===== config.mk =====
export PLATFORM = sky130hd
export DESIGN_NAME = rotor_position_stepper
export DESIGN_NICKNAME = d
export VERILOG_FILES = /design/src/rtl/enigma_pkg.sv /design/src/rtl/mod26_counter.sv /design/src/rtl/rotor_position_stepper.sv
export SDC_FILE = /design/constraint.sdc
export NUM_CORES = 1
export LEC_CHECK = 0
export ABC_AREA = 0
export CAP_MARGIN = 10
export CORE_UTILIZATION = 44
export DETAILED_ROUTE_END_ITERATION = 8
export PLACE_DENSITY = 0.85
export SLEW_MARGIN = 10
export SYNTH_ARGS = -nofsm -noshare
export SYNTH_HDL_FRONTEND = slang
export SYNTH_HIERARCHICAL = 1
export SYNTH_SLANG_ARGS = --single-unit

===== constraint.sdc =====
create_clock -name clk -period 2.3 [get_ports clk]
set_input_delay 0.46 -clock clk [delete_from_list [all_inputs] [get_ports clk]]
set_output_delay 0.46 -clock clk [all_outputs]
set_load 0.005 [all_outputs]

===== src/rtl/enigma_pkg.sv =====
// Shared constants and types for the Enigma rotor datapath.
package enigma_pkg;

    localparam int NUM_LETTERS    = 26;
    localparam int W              = 5;
    localparam int NOTCH0_DEFAULT = 16;
    localparam int NOTCH1_DEFAULT = 4;

    typedef logic [W-1:0] letter_t;

    typedef enum logic [1:0] {
        IDLE = 2'd0,
        STEP = 2'd1,
        OUT  = 2'd2
    } state_t;

endpackage


===== src/rtl/mod26_counter.sv =====
// Single rotor position register: loadable, increments with mod-NUM_LETTERS wrap.
module mod26_counter
    import enigma_pkg::*;
(
    input  logic         clk,
    input  logic         rst,
    input  logic         load,
    input  logic [W-1:0] load_val,
    input  logic         inc,
    output logic [W-1:0] q
);

    localparam logic [W-1:0] LAST = W'(NUM_LETTERS - 1);

    // Reset to position 0, otherwise load or step with wrap from the last letter back to 0.
    always_ff @(posedge clk) begin
        if (rst) begin
            q <= '0;
        end else if (load) begin
            q <= load_val;
        end else if (inc) begin
            q <= (q == LAST) ? '0 : q + W'(1);
        end
    end

endmodule


===== src/rtl/rotor_position_stepper.sv =====
// Keypress front end: accepts a letter, steps three rotors Enigma-style (including
// the middle-rotor double step), then holds letter and positions until consumed.
module rotor_position_stepper
    import enigma_pkg::*;
#(
    parameter int NOTCH0 = NOTCH0_DEFAULT,
    parameter int NOTCH1 = NOTCH1_DEFAULT
) (
    input  logic         clk,
    input  logic         rst,
    input  logic         load,
    input  logic [W-1:0] load_pos0,
    input  logic [W-1:0] load_pos1,
    input  logic [W-1:0] load_pos2,
    output logic         load_err,
    input  logic         key_valid,
    input  logic [W-1:0] key_in,
    output logic         key_ready,
    output logic         out_valid,
    input  logic         out_ready,
    output logic [W-1:0] letter_out,
    output logic [W-1:0] pos0,
    output logic [W-1:0] pos1,
    output logic [W-1:0] pos2
);

    localparam logic [W-1:0] LIMIT    = W'(NUM_LETTERS);
    localparam logic [W-1:0] NOTCH0_V = W'(NOTCH0);
    localparam logic [W-1:0] NOTCH1_V = W'(NOTCH1);

    state_t state;
    logic   in_idle;
    logic   in_step;
    logic   load_ok;
    logic   do_load;
    logic   at_notch0;
    logic   at_notch1;
    logic   inc0;
    logic   inc1;
    logic   inc2;

    assign in_idle   = (state == IDLE);
    assign in_step   = (state == STEP);
    assign load_ok   = (load_pos0 < LIMIT) && (load_pos1 < LIMIT) && (load_pos2 < LIMIT);
    assign do_load   = in_idle && load && load_ok;

    // Notch compares use the pre-step positions; rotor 1 steps once even when both notches hit.
    assign at_notch0 = (pos0 == NOTCH0_V);
    assign at_notch1 = (pos1 == NOTCH1_V);
    assign inc0      = in_step;
    assign inc1      = in_step && (at_notch0 || at_notch1);
    assign inc2      = in_step && at_notch1;

    assign key_ready = in_idle;
    assign out_valid = (state == OUT);

    // Sequencer: load has priority over a key in IDLE; OUT waits for the consumer.
    always_ff @(posedge clk) begin
        if (rst) begin
            state <= IDLE;
        end else begin
            case (state)
                IDLE:    if (!load && key_valid) state <= STEP;
                STEP:    state <= OUT;
                OUT:     if (out_ready) state <= IDLE;
                default: state <= IDLE;
            endcase
        end
    end

    // Captured letter only changes when a key is accepted, so it stays stable through OUT.
    always_ff @(posedge clk) begin
        if (rst) begin
            letter_out <= '0;
        end else if (in_idle && !load && key_valid) begin
            letter_out <= key_in;
        end
    end

    // Out-of-range load request raises a single-cycle error flag.
    always_ff @(posedge clk) begin
        if (rst) begin
            load_err <= 1'b0;
        end else begin
            load_err <= in_idle && load && !load_ok;
        end
    end

    mod26_counter u_rotor0 (
        .clk      (clk),
        .rst      (rst),
        .load     (do_load),
        .load_val (load_pos0),
        .inc      (inc0),
        .q        (pos0)
    );

    mod26_counter u_rotor1 (
        .clk      (clk),
        .rst      (rst),
        .load     (do_load),
        .load_val (load_pos1),
        .inc      (inc1),
        .q        (pos1)
    );

    mod26_counter u_rotor2 (
        .clk      (clk),
        .rst      (rst),
        .load     (do_load),
        .load_val (load_pos2),
        .inc      (inc2),
        .q        (pos2)
    );

endmodule


* After elaboration in Yosys (flattened, before gate mapping)
Cells that the tools add are included.
Storage, ports and cells: word-level logic and storage cells 51, bits in registers 23, input bits 25, output and inout bits 23
Cells by class: reduce and logical (&&, ||, !) cells 18, muxes and demuxes 12, add/subtract/negate cells 3, eq/ne operators 9, magnitude comparators 3
Operators by type and width (count):
- 2-to-1 mux 5 bit | 9
- equality test 5 bit, second input constant | 4
- adder 5 x 1 -> 5 bit, second input constant | 3
- less-than comparator 5 bit, second input constant | 3
- logical AND 1 bit | 10
- one-hot mux 2 bit (3 select lines) | 1
- nonzero test 2 bit | 3
- equality test 5 x 3 -> 1 bit, second input constant | 1
- 2-to-1 mux 2 bit | 2
- inequality test 2 x 1 -> 1 bit, second input constant | 2
- equality test 2 x 1 -> 1 bit, second input constant | 1
- equality test 2 bit, second input constant | 1
- logical NOT 1 bit | 2
- logical NOT 2 bit | 1
- AND reduction 2 bit | 1
- logical OR 1 bit | 1

* Longest topological paths before layout
Gate-level depths: netlist of the first run.
word-level depth 5, gate-level depth with buffers 7, gate-level depth less buffers 6

* Cells and area by module
Netlist of the first run, hierarchy kept.
By module, submodules not included:
- mod26_counter | cells an instance 35, instances 3, sequential area each 100.1 sq um, area each 310.3 sq um
- rotor_position_stepper | cells an instance 40, instances 1, sequential area each 160.2 sq um, area each 371.6 sq um

* Least setup slack after synthesis of the first run
OpenSTA, ideal clock, no wires.
kind register to register, from register u_rotor0.q[2], to register u_rotor1.q[2], buffers on the path 0, setup time 86 ps, stages on the path, launching flop included 7, required time 2214 ps, data arrival time 1792 ps, slack 421 ps, period minus slack after synthesis 1879 ps, path through dfxtp_1 -> nand2b_1 -> or4_1 -> a21oi_1 -> nand2_2 -> a311o_1 -> a221oi_2
On the way: cells in the longest elaborated chain, start to end 4
Ends and longest elaborated chain:
- start, declared | line mod26_counter.sv:10 | output logic [W-1:0] q
- start signal, assigned | line mod26_counter.sv:20 | q <= load_val;
- start signal, assigned | line mod26_counter.sv:22 | q <= (q == LAST) ? '0 : q + W'(1);
- equality test 5 bit | line rotor_position_stepper.sv:48 | assign at_notch0 = (pos0 == NOTCH0_V);
- logical OR 1 bit | line rotor_position_stepper.sv:51 | assign inc1 = in_step && (at_notch0 || at_notch1);
- logical AND 1 bit | line rotor_position_stepper.sv:51
- net inc1 | line rotor_position_stepper.sv:39 | logic inc1;
- nonzero test 2 bit (no source line)
- end signal, assigned | line mod26_counter.sv:20
- end signal, assigned | line mod26_counter.sv:22
- end, declared | line mod26_counter.sv:10
The timed path passes the listed nets, and every way through them passes these cells. A chain may end at the register's enable or synchronous reset.

* Final worst setup path of the first run
from register state[1], to output out_valid
On the way: cells in the longest elaborated chain, start to end 1
Ends and longest elaborated chain:
- start, declared | line rotor_position_stepper.sv:31 | state_t state;
- start signal, assigned | line rotor_position_stepper.sv:60 | state <= IDLE;
- start signal, assigned | line rotor_position_stepper.sv:63 | IDLE: if (!load && key_valid) state <= STEP;
- start signal, assigned | line rotor_position_stepper.sv:64 | STEP: state <= OUT;
- equality test 2 bit | line rotor_position_stepper.sv:55 | assign out_valid = (state == OUT);
- end, declared | line rotor_position_stepper.sv:19 | output logic out_valid,
Every way passes these cells.

==> summary.md, run 1 <==
| Metric | Value |
|---|---|
| Synthesized instance count | `145` |
| Power, Total | `871.3 uW` |
| Setup TNS | `0 ns` |
| Cells on worst reg2reg path | `7` |
| Routed length per instance | `15.26 um` |
| Most frequent cells in the layout | `clkdlybuf4s50_1, dfxtp_1, a21oi_1` |
| First-pass GRT wire length | `5.623 mm` |
| Global Route Usage Sum | `22.03%` |
| Post-synthesis cell type count | `25` |
| Hold buffers post-CTS | `0` |
| Worst reg-to-reg setup slack | `0.35 ns` |
| Worst r2r src | `u_rotor0/q[2]$_SDFFE_PP0P_` |
| Die area | `0.003182 mm^2` |
| Max-slew violations | `0` |
| Max Root-Sink Buffers | `2` |
| CP Capture Type | `output pin` |
| Ant diodes | `0` |
| IO buf count | `47` |
| Largest net degree at the start of global routing | `23` |
| Core box area | `0.002781 mm^2` |
| Layout fillers | `242` |
| Clk slew on worst S/H paths | `0.13 ns` |
| Vias in the first global route | `1311` |
| CP delay by family, top | `buffers and inverters` |
| Max-slew headroom | `55.14%` |
| FMAX | `498.9 MHz` |
| Tightest Pin Transition | `0.6708 ns` |
| Number of remaining DRC errors | `0` |
| Hold Path Class | `reg -> reg` |
| Hpwl dp | `2.639 mm` |
| CTS tree | `built` |
| Register area share after synthesis | `35.35%` |
| DR vias | `1355` |
| Leakage power | `0.0006551 uW` |
| CTS Buf Count | `3` |
| Highest Signal Layer | `met4` |
| Syn Nets | `176` |
| Worst R2R End | `u_rotor1/q[3]$_SDFFE_PP0P_` |
| Final hold slack | `0.5239 ns` |
| Status | `completed` |
| Pwr dens | `468.3 mW/mm^2` |
| # nets final | `229` |
| Area of the mapped netlist | `0.001302 mm^2` |
| I/O pin count | `48` |
| Drt first pass iters | `4` |
| Routed WL | `3.479 mm` |
| CP Cell Sequence | `nor2b_1 -> clkdlybuf4s50_1` |
| Max-cap violations | `0` |
| Crit Path Max Fanout | `4` |
| Synth warn | `6` |
| Critical path depth in cells | `2` |
| CP bufs+invs | `1` |
| Unrepaired setup endpoints after global routing | `no` |
| Met2 WL | `1.777 mm` |
| Yosys reg bits | `23` |
| Worst-skew pair later-pin latency | `0.31 ns` |
| Syn_area_per_cell | `8.983 um^2` |
| Clk root buf | `clkbuf_4` |
| WP data arrival | `1.54 ns` |
| Final setup violating endpoints | `0` |
| Clock Sinks | `23` |
| Placer Congestion | `0.7985` |
| Post-CTS sizing | `0` |
| Endpoints failing hold | `0` |
| CTS H-Tree Depth | `1` |
| Hold path cells | `2` |
| Initial core utilization | `46.83%` |
| Layout cells sized above 1 | `8.629%` |
| Final period util | `87.15%` |
| Worst setup SP type | `flop` |
| Commonest non-fill, non-tap cell in the layout | `clkdlybuf4s50_1` |
| Remaining global-route overflow | `0` |
| Row count | `19` |
| DRT met1 WL | `1.410 mm` |
| Critical Path RT | `1.84 ns` |
| Hold worst-path end | `letter_out[1]$_SDFFE_PP0P_` |
| Crit path kind | `reg -> out` |
| Worst stage delay on the critical path | `0.54 ns` |
| Width of the die | `56.41 um` |
| Initial DRC count | `47` |
| Post-route ant nets | `0` |
| Fin crit period | `2.005 ns` |
| VDD IR-drop max | `0.3877 mV` |
| Initial antenna violation count | `0` |
| Slowest library cell on the worst path | `clkdlybuf4s50_1` |
| Met3 routed WL | `218 um` |
| Min-Delay Startpoint | `letter_out[1]$_SDFFE_PP0P_` |
| Vias per cell | `5.943` |
| Setup Fix Bufs, Post-CTS | `0` |
| Area grow syn2layout | `42.84%` |
| Clk_skew | `0.006536 ns` |
| Die Y | `56.41 um` |
## cell families (layout without fill, tap and decap cells)
kind of cell	Yosys count	count (layout)	synth area share (%)
AND/OR/NAND/NOR	56	56	27.76
multiplexers	5	5	3.843
adder cells (fa/ha/maj)	6	6	5.764
buffers and inverters	11	63	3.458
XOR/XNOR	6	6	4.035
AO/OA/AOI/OAI	38	38	19.79
flip-flops	23	23	35.35
## worst max path at each step
stage                          startpoint                          to  slack (ns)
2_1_floorplan  u_rotor0/q[2]$_SDFFE_PP0P_  u_rotor1/q[2]$_SDFFE_PP0P_        0.42
3_3_place_gp                 load_pos2[1]  u_rotor1/q[1]$_SDFFE_PP0P_        0.23
3_5_place_dp                 load_pos0[1]  u_rotor0/q[3]$_SDFFE_PP0P_        0.17
4_1_cts             state[1]$_SDFFE_PP0P_                   out_valid        0.31
5_1_grt             state[1]$_SDFFE_PP0P_                   out_valid        0.24
6_report            state[1]$_SDFFE_PP0P_                   out_valid        0.30
## registers in the layout, indices dropped and copies added, names as in the netlist
name        cells
state           2
u_rotor1/q      5
u_rotor0/q      5
u_rotor2/q      5
load_err        1
letter_out      5
## Yosys cell counts, drive strengths merged
cell type,n,area (um^2)
a22oi,3,22.52
inv,7,26.28
or4,1,7.510
nand2,4,22.52
nand3b,10,75.07
nand4b,3,26.28
ha,6,75.07
mux2i,5,50.05
xor2,6,52.55
a21oi,20,100.1
nor2b,5,31.28
nor4b,1,23.77
a311o,3,30.03
dfxtp,23,460.4
nand2b,3,18.77
nor3b,10,75.07
nor2,11,41.29
nor3,1,5.000
a221oi,3,45.04
o211ai,3,22.52
buf,4,18.76
nand3,7,35.03
o22ai,6,37.54
## through the flow
stage | instances | instance area, um^2 | setup WS (ns) | util [%]
after floorplan | 145 | 1303 | 0.4213 | -
after global placement | 224 | 1833 | 0.2297 | 65.90
after detailed placement | 224 | 1833 | 0.1733 | 65.90
after CTS | 228 | 1861 | 0.3063 | 66.89
after global routing | 228 | 1861 | 0.2421 | 66.89
final | 228 | 1861 | 0.2955 | 66.89
## power by group
part | leakage, uW | switching [uW] | internal (uW)
Clock | 0.0000177 | 124 | 65.0
Combinational | 0.000449 | 88.2 | 135
Sequential | 0.000188 | 34.9 | 424
## final cells by class
| type | instances | area, um^2 | share of cell area, % |
|---|---|---|---|
| timing repair buffer | 52 | 508.0 | 27.30 |
| multi-input combinational | 111 | 799.5 | 42.97 |
| clock inverter | 1 | 5.005 | 0.2690 |
| tap | 31 | 38.79 | 2.085 |
| sequential | 23 | 460.4 | 24.75 |
| clock buffer | 3 | 22.52 | 1.210 |
| inverter | 7 | 26.28 | 1.412 |
## worst reg2reg max path: stages (launching register included)
cell,delay [ns]
dfxtp_1,0.40
nand2b_1,0.16
or4_1,0.40
a21oi_1,0.24
buf_4,0.19
nor2b_1,0.22
nand3b_1,0.15
o22ai_1,0.13
## routing by layer
layer,vias to the layer above,track usage (%)
met2,69,40.14
met1,633,26.86
met3,12,2.304
met5,-,0
li1,641,-
met4,0,7.317
No activity file was read; power rests on OpenSTA's default activity.
==> run 2, diff against run 1 <==
--- a/config.mk
+++ b/config.mk
@@ -7,6 +7,7 @@
 export LEC_CHECK = 0
 export ABC_AREA = 0
 export CAP_MARGIN = 10
+export CORE_MARGIN = 4
 export CORE_UTILIZATION = 44
 export DETAILED_ROUTE_END_ITERATION = 8
 export PLACE_DENSITY = 0.85
==> run 2 against run 1 <==
  * Sequential share of layout area shrank 0.15 points
  * Die area grew 22%
  * Wire length grew 3.4%
  * Largest power group unchanged
  * Clock power shrank 4%
  * Worst setup slack lost 0.059 ns
  * Core utilization grew 0.40 points
  * Register-to-register slack lost 0.11 ns
  * Global-route usage shrank 4.0 points
  * Hold slack lost 0.010 ns
  * Largest cell class unchanged
  * Via count shrank 4.1%
  * Combinational power is essentially flat
  * Flip-flop and latch count is the same
==> summary.md, run 2 (synthesis gave the netlist of run 1 again) <==
| Metric | Value |
|---|---|
| Hold path cells | `2 (unchanged)` |
| Die Y | `62.41 um (was 56.41 um)` |
| Max-cap violations | `0 (unchanged)` |
| Clk slew on worst S/H paths | `0.12 ns (was 0.13 ns)` |
| # nets final | `229 (unchanged)` |
| CTS tree | `built (unchanged)` |
| Post-route ant nets | `0 (unchanged)` |
| Setup TNS | `0 ns (unchanged)` |
| Hold worst-path end | `letter_out[0]$_SDFFE_PP0P_ (was letter_out[1]$_SDFFE_PP0P_)` |
| WP data arrival | `2.29 ns (was 1.54 ns)` |
| Clock Sinks | `23 (unchanged)` |
| Commonest non-fill, non-tap cell in the layout | `clkdlybuf4s50_1 (unchanged)` |
| Max Root-Sink Buffers | `2 (unchanged)` |
| Worst stage delay on the critical path | `0.41 ns (was 0.54 ns)` |
| Largest net degree at the start of global routing | `27 (was 23)` |
| FMAX | `484.7 MHz (was 498.9 MHz)` |
| Routed WL | `3.596 mm (was 3.479 mm)` |
| Crit path kind | `reg -> reg (was reg -> out)` |
| Ant diodes | `0 (unchanged)` |
| First-pass GRT wire length | `6.023 mm (was 5.623 mm)` |
| DR vias | `1299 (was 1355)` |
| Tightest Pin Transition | `0.4921 ns (was 0.6708 ns)` |
| Number of remaining DRC errors | `0 (unchanged)` |
| Hold Path Class | `reg -> reg (unchanged)` |
| Vias in the first global route | `1280 (was 1311)` |
| CTS H-Tree Depth | `1 (unchanged)` |
| Global Route Usage Sum | `18.08% (was 22.03%)` |
| Worst R2R End | `u_rotor1/q[4]$_SDFFE_PP0P_ (was u_rotor1/q[3]$_SDFFE_PP0P_)` |
| Design area | `0.001872 mm^2 (was 0.001861 mm^2)` |
| Max-slew headroom | `67.05% (was 55.14%)` |
| Clk root buf | `clkbuf_4 (unchanged)` |
| IO buf count | `47 (unchanged)` |
| Initial core utilization | `46.83% (unchanged)` |
| Max-slew violations | `0 (unchanged)` |
| Layout cells sized above 1 | `8.122% (was 8.629%)` |
| Worst r2r src | `u_rotor0/q[2]$_SDFFE_PP0P_ (unchanged)` |
| Worst setup SP type | `flop (unchanged)` |
| Hold buffers post-CTS | `0 (unchanged)` |
| Most frequent cells in the layout | `clkdlybuf4s50_1, dfxtp_1, a21oi_1 (unchanged)` |
| I/O pin count | `48 (unchanged)` |
| Layout fillers | `231 (was 242)` |
| Row count | `19 (unchanged)` |
| Min-Delay Startpoint | `letter_out[0]$_SDFFE_PP0P_ (was letter_out[1]$_SDFFE_PP0P_)` |
| Initial DRC count | `56 (was 47)` |
| Remaining global-route overflow | `0 (unchanged)` |
| Final setup violating endpoints | `0 (unchanged)` |
| CP Cell Sequence | `nand2b_1 -> or4_1 -> a21oi_1 -> buf_4 -> nor2b_1 -> nand3b_1 -> o22ai_1 (was nor2b_1 -> clkdlybuf4s50_1)` |
| CTS Buf Count | `3 (unchanged)` |
| Drt first pass iters | `4 (unchanged)` |
| Routed length per instance | `15.77 um (was 15.26 um)` |
| Crit Path Max Fanout | `7 (was 4)` |
| CP Capture Type | `flop (was output pin)` |
| Clk_skew | `0.001584 ns (was 0.006536 ns)` |
| Critical Path RT | `2.53 ns (was 1.84 ns)` |
| Status | `completed (unchanged)` |
| Setup Fix Bufs, Post-CTS | `0 (unchanged)` |
| Hpwl dp | `2.717 mm (was 2.639 mm)` |
| Width of the die | `62.41 um (was 56.41 um)` |
| Worst reg-to-reg setup slack | `0.24 ns (was 0.35 ns)` |
| Cells on worst reg2reg path | `7 (unchanged)` |
| Cell Area, Placed | `0.001846 mm^2 (was 0.001833 mm^2)` |
| Post-CTS sizing | `0 (unchanged)` |
| Unrepaired setup endpoints after global routing | `no (unchanged)` |
| Area grow syn2layout | `43.71% (was 42.84%)` |
| Core box area | `0.002781 mm^2 (unchanged)` |
| Worst-skew pair later-pin latency | `0.30 ns (was 0.31 ns)` |
| Initial antenna violation count | `0 (unchanged)` |
| Fin crit period | `2.063 ns (was 2.005 ns)` |
| Leakage power | `0.0006573 uW (was 0.0006551 uW)` |
| Vias per cell | `5.697 (was 5.943)` |
| Pwr dens | `463.8 mW/mm^2 (was 468.3 mW/mm^2)` |
| Endpoints failing hold | `0 (unchanged)` |
| VDD IR-drop max | `0.3319 mV (was 0.3877 mV)` |
| Slowest library cell on the worst path | `or4_1 (was clkdlybuf4s50_1)` |
| Die area | `0.003894 mm^2 (was 0.003182 mm^2)` |
| Final period util | `89.70% (was 87.15%)` |
| Placer Congestion | `0.8150 (was 0.7985)` |
## run 2: changes by cell type in the layout (fill, tap and decap cells not counted)
cell / previous run / this run
buf_12: 0 / 1
buf_4: 5 / 4
clkbuf_1: 0 / 1
clkinv_2: 1 / 0
## run 2: how the worst max path moves through the flow
stage,from,end,cells after the start
6_report,u_rotor0/q[2]$_SDFFE_PP0P_,u_rotor1/q[4]$_SDFFE_PP0P_,7
5_1_grt,u_rotor0/q[2]$_SDFFE_PP0P_,u_rotor1/q[4]$_SDFFE_PP0P_,7
4_1_cts,u_rotor0/q[2]$_SDFFE_PP0P_,u_rotor1/q[4]$_SDFFE_PP0P_,7
3_5_place_dp,load_pos0[3],u_rotor1/q[4]$_SDFFE_PP0P_,8
3_3_place_gp,load_pos0[1],u_rotor2/q[0]$_SDFFE_PP0P_,8
2_1_floorplan,u_rotor0/q[2]$_SDFFE_PP0P_,u_rotor1/q[2]$_SDFFE_PP0P_,6
## run 2: worst max-delay path: cells and delay by family (launching register included)
| family | cells | cell delay, ns |
|---|---|---|
| AO/OA/AOI/OAI | 2 | 0.41 |
| AND/OR/NAND/NOR | 4 | 0.99 |
| flip-flops | 1 | 0.40 |
| buffers and inverters | 1 | 0.19 |
## run 2: cell type report
type,count,area [um^2],area share [%]
clock buffers,4,26.28,1.404
flip-flops and latches,23,460.4,24.60
repair buffers,52,520.5,27.81
multi-input cells,111,799.5,42.71
well taps,31,38.79,2.072
inverters,7,26.28,1.404
## run 2: through the flow
step                      power [uW]  std cells  setup slack, ns  util [%]  hold WS (ns)
final                          868.2        228           0.2369     67.30        0.5135
after global routing           918.4        228           0.1203     67.30        0.5464
after CTS                      873.8        228           0.2794     67.30        0.5224
after detailed placement       692.8        224           0.2038     66.35        0.4918
after global placement         684.4        224           0.2623     66.35        0.4734
after floorplan                559.5        145           0.4213         -        0.4850
## run 2: per-layer routing
metal  GRT usage, %  routed length [um]
met1          25.44                1617
met2          28.89                1771
met5              0                   0
met4          4.244                  19
met3          2.878                 188
## run 2: where the power goes
group	total, uW	internal [uW]	switching (uW)	leakage [uW]
clock network	182	67.4	115	0.0000150
logic	226	138	87.9	0.000454
registers	460	424	36.2	0.000188
total	868	629	239	0.000657
